File: src/rtl/spi_cmd_sequencer_pkg.sv
// Shared definitions for the SPI command sequencer: command-word layout,
// FSM states and the status-word builder.
package spi_cmd_sequencer_pkg;

    localparam int GO_BIT         = 31;
    localparam int DONE_BIT       = 30;
    localparam int ERR_BIT        = 29;
    localparam int OPC_LSB        = 16;
    localparam int NW_LSB         = 8;
    localparam int NR_LSB         = 0;
    localparam int FIELD_W        = 8;
    localparam int BYTES_PER_WORD = 4;

    localparam logic [7:0] DUMMY_BYTE = 8'h00;

    typedef enum logic [3:0] {
        ST_IDLE,
        ST_POLL,
        ST_CHECK,
        ST_SETUP,
        ST_OP,
        ST_TX_FETCH,
        ST_TX_BYTE,
        ST_RX_BYTE,
        ST_RX_STORE,
        ST_HOLD,
        ST_STATUS
    } state_t;

    // Completion word: GO cleared, DONE set, low 29 bits of the command kept.
    function automatic logic [31:0] status_word(input logic err, input logic [28:0] cmd_lo);
        return {1'b0, 1'b1, err, cmd_lo};
    endfunction

endpackage

File: src/rtl/spi_cmd_sequencer_byte_pack.sv
// Big-endian byte lane helper: selects one byte out of a word, and merges
// one byte into a word at a given lane (byte 0 sits in bits [31:24]).
module spi_byte_pack
    import spi_cmd_sequencer_pkg::*;
(
    input  logic [31:0] sel_word,
    input  logic [1:0]  sel_idx,
    output logic [7:0]  sel_byte,
    input  logic [31:0] asm_word,
    input  logic [7:0]  asm_byte,
    input  logic [1:0]  asm_idx,
    output logic [31:0] asm_next
);

    logic [7:0] lanes [BYTES_PER_WORD];

    genvar gi;
    generate
        for (gi = 0; gi < BYTES_PER_WORD; gi++) begin : g_lane
            assign lanes[gi] = sel_word[31 - 8*gi -: 8];
            assign asm_next[31 - 8*gi -: 8] = (asm_idx == 2'(gi)) ? asm_byte
                                                                  : asm_word[31 - 8*gi -: 8];
        end
    endgenerate

    assign sel_byte = lanes[sel_idx];

endmodule

File: src/rtl/spi_cmd_sequencer.sv
// Polls a command word in the shared buffer, runs one SPI flash transaction
// (opcode, N write bytes, M read bytes) and writes back a status word.
module spi_cmd_sequencer
    import spi_cmd_sequencer_pkg::*;
#(
    parameter int ADDR_W    = 8,
    parameter int CMD_ADDR  = 0,
    parameter int TX_BASE   = 1,
    parameter int RX_BASE   = 16,
    parameter int MAX_BYTES = 60,
    parameter int POLL_GAP  = 15
) (
    input  logic              clk,
    input  logic              rst,
    output logic              buf_req,
    output logic              buf_we,
    output logic [ADDR_W-1:0] buf_addr,
    output logic [31:0]       buf_dout,
    input  logic [31:0]       buf_din,
    input  logic              buf_ack,
    output logic              sh_start,
    output logic [7:0]        sh_tx,
    input  logic [7:0]        sh_rx,
    input  logic              sh_done,
    output logic              cs_n,
    output logic              busy,
    output logic              irq
);

    localparam logic [ADDR_W-1:0] CMD_A    = ADDR_W'(CMD_ADDR);
    localparam logic [ADDR_W-1:0] TX_A     = ADDR_W'(TX_BASE);
    localparam logic [ADDR_W-1:0] RX_A     = ADDR_W'(RX_BASE);
    localparam logic [7:0]        MAX_B    = 8'(MAX_BYTES);
    localparam logic [15:0]       GAP_LAST = (POLL_GAP > 0) ? 16'(POLL_GAP - 1) : 16'd0;

    state_t      state_reg;
    logic [15:0] poll_cnt_reg;
    logic [28:0] cmd_reg;
    logic        err_reg;
    logic [7:0]  k_reg;
    logic [7:0]  j_reg;
    logic [31:0] tx_hold_reg;
    logic [31:0] rx_asm_reg;
    logic        sh_issued_reg;

    logic [7:0]  opc;
    logic [7:0]  nw;
    logic [7:0]  nr;
    logic [7:0]  k_next;
    logic [7:0]  j_next;
    logic [7:0]  tx_byte;
    logic [31:0] rx_asm_next;

    assign opc    = cmd_reg[OPC_LSB +: FIELD_W];
    assign nw     = cmd_reg[NW_LSB  +: FIELD_W];
    assign nr     = cmd_reg[NR_LSB  +: FIELD_W];
    assign k_next = k_reg + 8'd1;
    assign j_next = j_reg + 8'd1;
    assign busy   = (state_reg != ST_IDLE) && (state_reg != ST_POLL);

    spi_byte_pack u_pack (
        .sel_word (tx_hold_reg),
        .sel_idx  (k_reg[1:0]),
        .sel_byte (tx_byte),
        .asm_word (rx_asm_reg),
        .asm_byte (sh_rx),
        .asm_idx  (j_reg[1:0]),
        .asm_next (rx_asm_next)
    );

    always_ff @(posedge clk or posedge rst) begin
        if (rst) begin
            state_reg     <= ST_IDLE;
            poll_cnt_reg  <= '0;
            cmd_reg       <= '0;
            err_reg       <= 1'b0;
            k_reg         <= '0;
            j_reg         <= '0;
            tx_hold_reg   <= '0;
            rx_asm_reg    <= '0;
            sh_issued_reg <= 1'b0;
            buf_req       <= 1'b0;
            buf_we        <= 1'b0;
            buf_addr      <= '0;
            buf_dout      <= '0;
            sh_start      <= 1'b0;
            sh_tx         <= '0;
            cs_n          <= 1'b1;
            irq           <= 1'b0;
        end else begin
            sh_start <= 1'b0;
            irq      <= 1'b0;
            case (state_reg)
                ST_IDLE: begin
                    if (poll_cnt_reg == GAP_LAST) begin
                        poll_cnt_reg <= '0;
                        state_reg    <= ST_POLL;
                        buf_req      <= 1'b1;
                        buf_we       <= 1'b0;
                        buf_addr     <= CMD_A;
                    end else begin
                        poll_cnt_reg <= poll_cnt_reg + 16'd1;
                    end
                end
                ST_POLL: begin
                    if (buf_ack) begin
                        buf_req <= 1'b0;
                        if (buf_din[GO_BIT]) begin
                            cmd_reg   <= buf_din[28:0];
                            state_reg <= ST_CHECK;
                        end else begin
                            state_reg <= ST_IDLE;
                        end
                    end
                end
                ST_CHECK: begin
                    k_reg         <= '0;
                    j_reg         <= '0;
                    rx_asm_reg    <= '0;
                    sh_issued_reg <= 1'b0;
                    // Out-of-range counts are rejected before the bus is touched.
                    if (nw > MAX_B || nr > MAX_B) begin
                        err_reg   <= 1'b1;
                        state_reg <= ST_STATUS;
                        buf_req   <= 1'b1;
                        buf_we    <= 1'b1;
                        buf_addr  <= CMD_A;
                        buf_dout  <= status_word(1'b1, cmd_reg);
                    end else begin
                        err_reg   <= 1'b0;
                        cs_n      <= 1'b0;
                        state_reg <= ST_SETUP;
                    end
                end
                ST_SETUP: state_reg <= ST_OP;
                ST_OP: begin
                    if (!sh_issued_reg) begin
                        sh_start      <= 1'b1;
                        sh_tx         <= opc;
                        sh_issued_reg <= 1'b1;
                    end else if (sh_done) begin
                        sh_issued_reg <= 1'b0;
                        if (nw != 8'd0) begin
                            state_reg <= ST_TX_FETCH;
                            buf_req   <= 1'b1;
                            buf_we    <= 1'b0;
                            buf_addr  <= TX_A;
                        end else if (nr != 8'd0) begin
                            state_reg <= ST_RX_BYTE;
                        end else begin
                            cs_n      <= 1'b1;
                            state_reg <= ST_HOLD;
                        end
                    end
                end
                ST_TX_FETCH: begin
                    if (buf_ack) begin
                        buf_req     <= 1'b0;
                        tx_hold_reg <= buf_din;
                        state_reg   <= ST_TX_BYTE;
                    end
                end
                ST_TX_BYTE: begin
                    if (!sh_issued_reg) begin
                        sh_start      <= 1'b1;
                        sh_tx         <= tx_byte;
                        sh_issued_reg <= 1'b1;
                    end else if (sh_done) begin
                        sh_issued_reg <= 1'b0;
                        k_reg         <= k_next;
                        if (k_next == nw) begin
                            if (nr != 8'd0) begin
                                state_reg <= ST_RX_BYTE;
                            end else begin
                                cs_n      <= 1'b1;
                                state_reg <= ST_HOLD;
                            end
                        end else if (k_next[1:0] == 2'd0) begin
                            state_reg <= ST_TX_FETCH;
                            buf_req   <= 1'b1;
                            buf_we    <= 1'b0;
                            buf_addr  <= TX_A + ADDR_W'(k_next >> 2);
                        end
                    end
                end
                ST_RX_BYTE: begin
                    if (!sh_issued_reg) begin
                        sh_start      <= 1'b1;
                        sh_tx         <= DUMMY_BYTE;
                        sh_issued_reg <= 1'b1;
                    end else if (sh_done) begin
                        sh_issued_reg <= 1'b0;
                        j_reg         <= j_next;
                        rx_asm_reg    <= rx_asm_next;
                        if (j_next[1:0] == 2'd0 || j_next == nr) begin
                            state_reg <= ST_RX_STORE;
                            buf_req   <= 1'b1;
                            buf_we    <= 1'b1;
                            buf_addr  <= RX_A + ADDR_W'((j_next - 8'd1) >> 2);
                            buf_dout  <= rx_asm_next;
                        end
                    end
                end
                ST_RX_STORE: begin
                    if (buf_ack) begin
                        buf_req    <= 1'b0;
                        rx_asm_reg <= '0;
                        if (j_reg < nr) begin
                            state_reg <= ST_RX_BYTE;
                        end else begin
                            cs_n      <= 1'b1;
                            state_reg <= ST_HOLD;
                        end
                    end
                end
                ST_HOLD: begin
                    state_reg <= ST_STATUS;
                    buf_req   <= 1'b1;
                    buf_we    <= 1'b1;
                    buf_addr  <= CMD_A;
                    buf_dout  <= status_word(err_reg, cmd_reg);
                end
                ST_STATUS: begin
                    if (buf_ack) begin
                        buf_req   <= 1'b0;
                        irq       <= 1'b1;
                        state_reg <= ST_IDLE;
                    end
                end
                default: state_reg <= ST_IDLE;
            endcase
        end
    end

endmodule

File: config.mk
export PLATFORM = sky130hd
export DESIGN_NAME = spi_cmd_sequencer
export DESIGN_NICKNAME = d
export VERILOG_FILES = /design/src/rtl/spi_cmd_sequencer_pkg.sv /design/src/rtl/spi_cmd_sequencer_byte_pack.sv /design/src/rtl/spi_cmd_sequencer.sv
export SDC_FILE = /design/constraint.sdc
export NUM_CORES = 1
export LEC_CHECK = 0
export BUFFER_PORTS_ARGS = -buffer_cell sky130_fd_sc_hd__buf_2
export CAP_MARGIN = 20
export CORE_ASPECT_RATIO = 1.5
export CORE_MARGIN = 1.5
export CORE_UTILIZATION = 35
export CTS_CLUSTER_SIZE = 30
export DETAILED_ROUTE_END_ITERATION = 12
export GPL_TIMING_DRIVEN = 0
export HOLD_SLACK_MARGIN = 0.06
export SYNTH_ARGS = -nofsm -noshare
export SYNTH_HDL_FRONTEND = slang
export SYNTH_SLANG_ARGS = --single-unit
export TNS_END_PERCENT = 50
File: constraint.sdc
create_clock -name clk -period 5.75 [get_ports clk]
set_input_delay 0.2875 -clock clk [delete_from_list [all_inputs] [get_ports clk]]
set_output_delay 0.2875 -clock clk [all_outputs]
set_load 0.02 [all_outputs]
==> results.cfg <==
[status]
status = complete, no violations

[power]
total_power_uw = 5725
power_leakage_uw = 0.005075
vdd_drop_max_uv = 257.4
p_per_area_mw_per_mm2 = 507.4

[timing]
slew_viol_final = 0
tns_ns = 0
fmax_mhz = 286.1
rsz0062_at_grt = false
finalClockSkew_ns = 0.01050
worstMarginPinSlew_ns = 1.063
fin_ws_ns = 2.255
max_slew_margin_pct = 28.52
period_share_pct = 60.78
hold_violations = 0
finalSetupViolCount = 0
min_period_ns = 3.495

[clocking]
clk_pin_slew_ns = 0.07
cts-root-buf = clkbuf_16
insertion_delay_ns = 0.44
hold_buffers = 1
post_cts_buffers = 0
cts_tree = built
numCtsBuffers = 17
cts.sinks = 183
htree_levels = 4
cts_resized = 0
cts.path.max_buffers = 2

[logic_synthesis]
synth.top_cell.area_share_pct = 46.99
syn_inst = 903
synthTopCellsByArea = dfrtp_1, mux2_2, mux2i_1, mux2_1, a21oi_1
yosysSeqAreaShare_pct = 47.26
ys_ff_latch = 183
yosysWarnings = 0
synthArstFlopShare_pct = 100.0
synth_area_per_cell_um2 = 10.73
synth_edf_count = 0
synth.net_count = 964
yosys.area.top_type = dfrtp_1
synth_cell_types = 67
ys.flop_type = dfrtp_1
syn_area_mm2 = 0.009693

[route]
vias_per_cell = 5.427
drtPass1Iterations = 5
dr_total_vias = 7451
drc_errors = 0
wire_per_inst_um = 20.22
ant_nets = 0
drt_iter0_markers = 536
wl_um = 27760

[floorplanning]
top_level_ports = 98
dieArea_mm2 = 0.02872
core-area_mm2 = 0.02722
fp.dieW_um = 138.9
fp.dieH_um = 206.8
start_util_pct = 35.61
rows = 74

[cells_and_area]
nFillCells = 2667
diodes = 0
fin_area_mm2 = 0.01128
area_delta_synth_final_pct = 16.39
drive_gt1_share_pct = 22.41
final_nets = 1082
post-route-util_pct = 41.45

[placed_design]
placed_cell_area_mm2 = 0.01064
dpl.hpwl_um = 20380
dpl_worst_slack_ns = 2.302
gp_congestion = 0.9021
portBuffers = 96

[grt]
grt_pass1_wl_um = 43340
grt_remaining_overflow = 0
grt_pass1_vias = 7397
grt_usage_pct = 19.75
antenna_found_initial = 0
grt_max_degree = 101

[setup_path]
setup.worst_path.start_class = register
startpoint = j_reg[0]
cp.arrival_ns = 3.82
r2r_start = j_reg[0]
worstPathMaxFanout = 10
crit_type = register to register
cp.required_ns = 6.07
cp-end-kind = register

[min_path]
min_from = buf_din[29]
worstHoldPathType = primary input to register

[job]
maxCapViolCount = 0
==> cell type report <==
| cell class | count | area, um^2 | area share (%) |
|---|---|---|---|
| Sequential cell | 183 | 4581 | 40.60 |
| Clock buffer | 19 | 432.9 | 3.837 |
| Multi-Input combinational cell | 624 | 4703 | 41.69 |
| Inverter | 38 | 150.1 | 1.331 |
| Clock inverter | 10 | 195.2 | 1.730 |
| Buffer | 58 | 266.5 | 2.362 |
| Tap cell | 342 | 427.9 | 3.793 |
| Timing Repair Buffer | 99 | 525.5 | 4.658 |
==> worst max-delay path, cell delays in order, from the launching register on <==
cell and delay [ns]:
dfrtp_1 0.39, clkbuf_1 0.33, inv_1 0.18, ha_1 0.41, xor2_1 0.17, nor2_1 0.10
o2111ai_1 0.13, o41a_1 0.50, nor3_4 0.47, buf_4 0.33, mux2_1 0.35
==> per-stage QoR <==
stage | instances | hold WS [ns]
finish | 1373 | 0.08427
global route | 1373 | 0.08621
CTS | 1372 | 0.07310
detailed placement | 1342 | 0.4125
global placement | 1341 | 0.4527
floorplan | 903 | 0.4226
==> Yosys cell counts (10+ instances only) <==
master	n
xnor2_1	18
inv_1	36
ha_1	17
nand3_1	20
nor2_1	68
o31ai_1	10
nor3_1	11
mux2_1	27
a21oi_1	52
mux2_2	69
nand2_1	64
a22o_1	10
clkbuf_1	41
a22oi_1	10
xor2_1	21
mux2i_1	54
dfrtp_1	182
o21ai_0	40
==> per-layer routing <==
layer  part of all wire [%]  routed length (um)  GRT usage (%)  up-vias
li1                       -                   -              -     3458
met1                     42               11620          24.06     3736
met2                     52               14420          35.31      207
met3                    3.1                 871          2.699       50
met4                    3.1                 852          7.961        0
met5                      0                   0              0        -
==> logic make-up after synthesis <==
family,Yosys count,share of synthesized area [%]
AOI/OAI and AO/OA,172,11.31
xor gates and xnor gates,41,4.002
adders and majority gates,17,2.194
buffers and inverters,96,4.221
DFF,183,47.26
muxes,165,19.67
other,1,0.03869
and+or+nand+nor,228,11.31
==> path summary, 6_finish.rpt <==
| check | endpoint | slack (ns) | depth (start not counted) |
|---|---|---|---|
| worst min-delay path | tx_hold_reg[29] | 0.08 | 2 |
| max in group asynchronous | cmd_reg[27] | 4.36 | 4 |
| worst max-delay path | buf_dout[19] | 2.26 | 10 |
| worst max register to register | buf_dout[19] | 2.26 | 10 |
| min in group asynchronous | buf_addr[6] | 0.45 | 3 |
| worst min register to register | poll_cnt_reg[15] | 0.47 | 1 |
==> power by group <==
part	switching, uW	total, uW	internal (uW)	leakage (uW)
logic	1310	2300	984	0.00243
clock network	530	1300	772	0.000302
registers	409	2130	1720	0.00235
total	2250	5720	3470	0.00508
==> placed cells by master (no fill, tap or decap), types with 8 or more instances in the layout <==
| cell type | instances |
|---|---|
| dfrtp_1 | 182 |
| buf_2 | 99 |
| mux2_2 | 69 |
| nor2_1 | 68 |
| nand2_1 | 64 |
| mux2i_1 | 54 |
| a21oi_1 | 52 |
| clkbuf_1 | 43 |
| o21ai_0 | 40 |
| inv_1 | 35 |
| mux2_1 | 27 |
| xor2_1 | 21 |
| nand3_1 | 20 |
| xnor2_1 | 18 |
| ha_1 | 17 |
| clkbuf_16 | 17 |
| nor3_1 | 11 |
| o31ai_1 | 10 |
| a22o_1 | 10 |
| a22oi_1 | 10 |
| nand4_1 | 9 |
| nand2b_1 | 9 |
| o22ai_1 | 9 |
| and3_1 | 8 |
| mux4_2 | 8 |
Power figures use the tool's default switching activity.
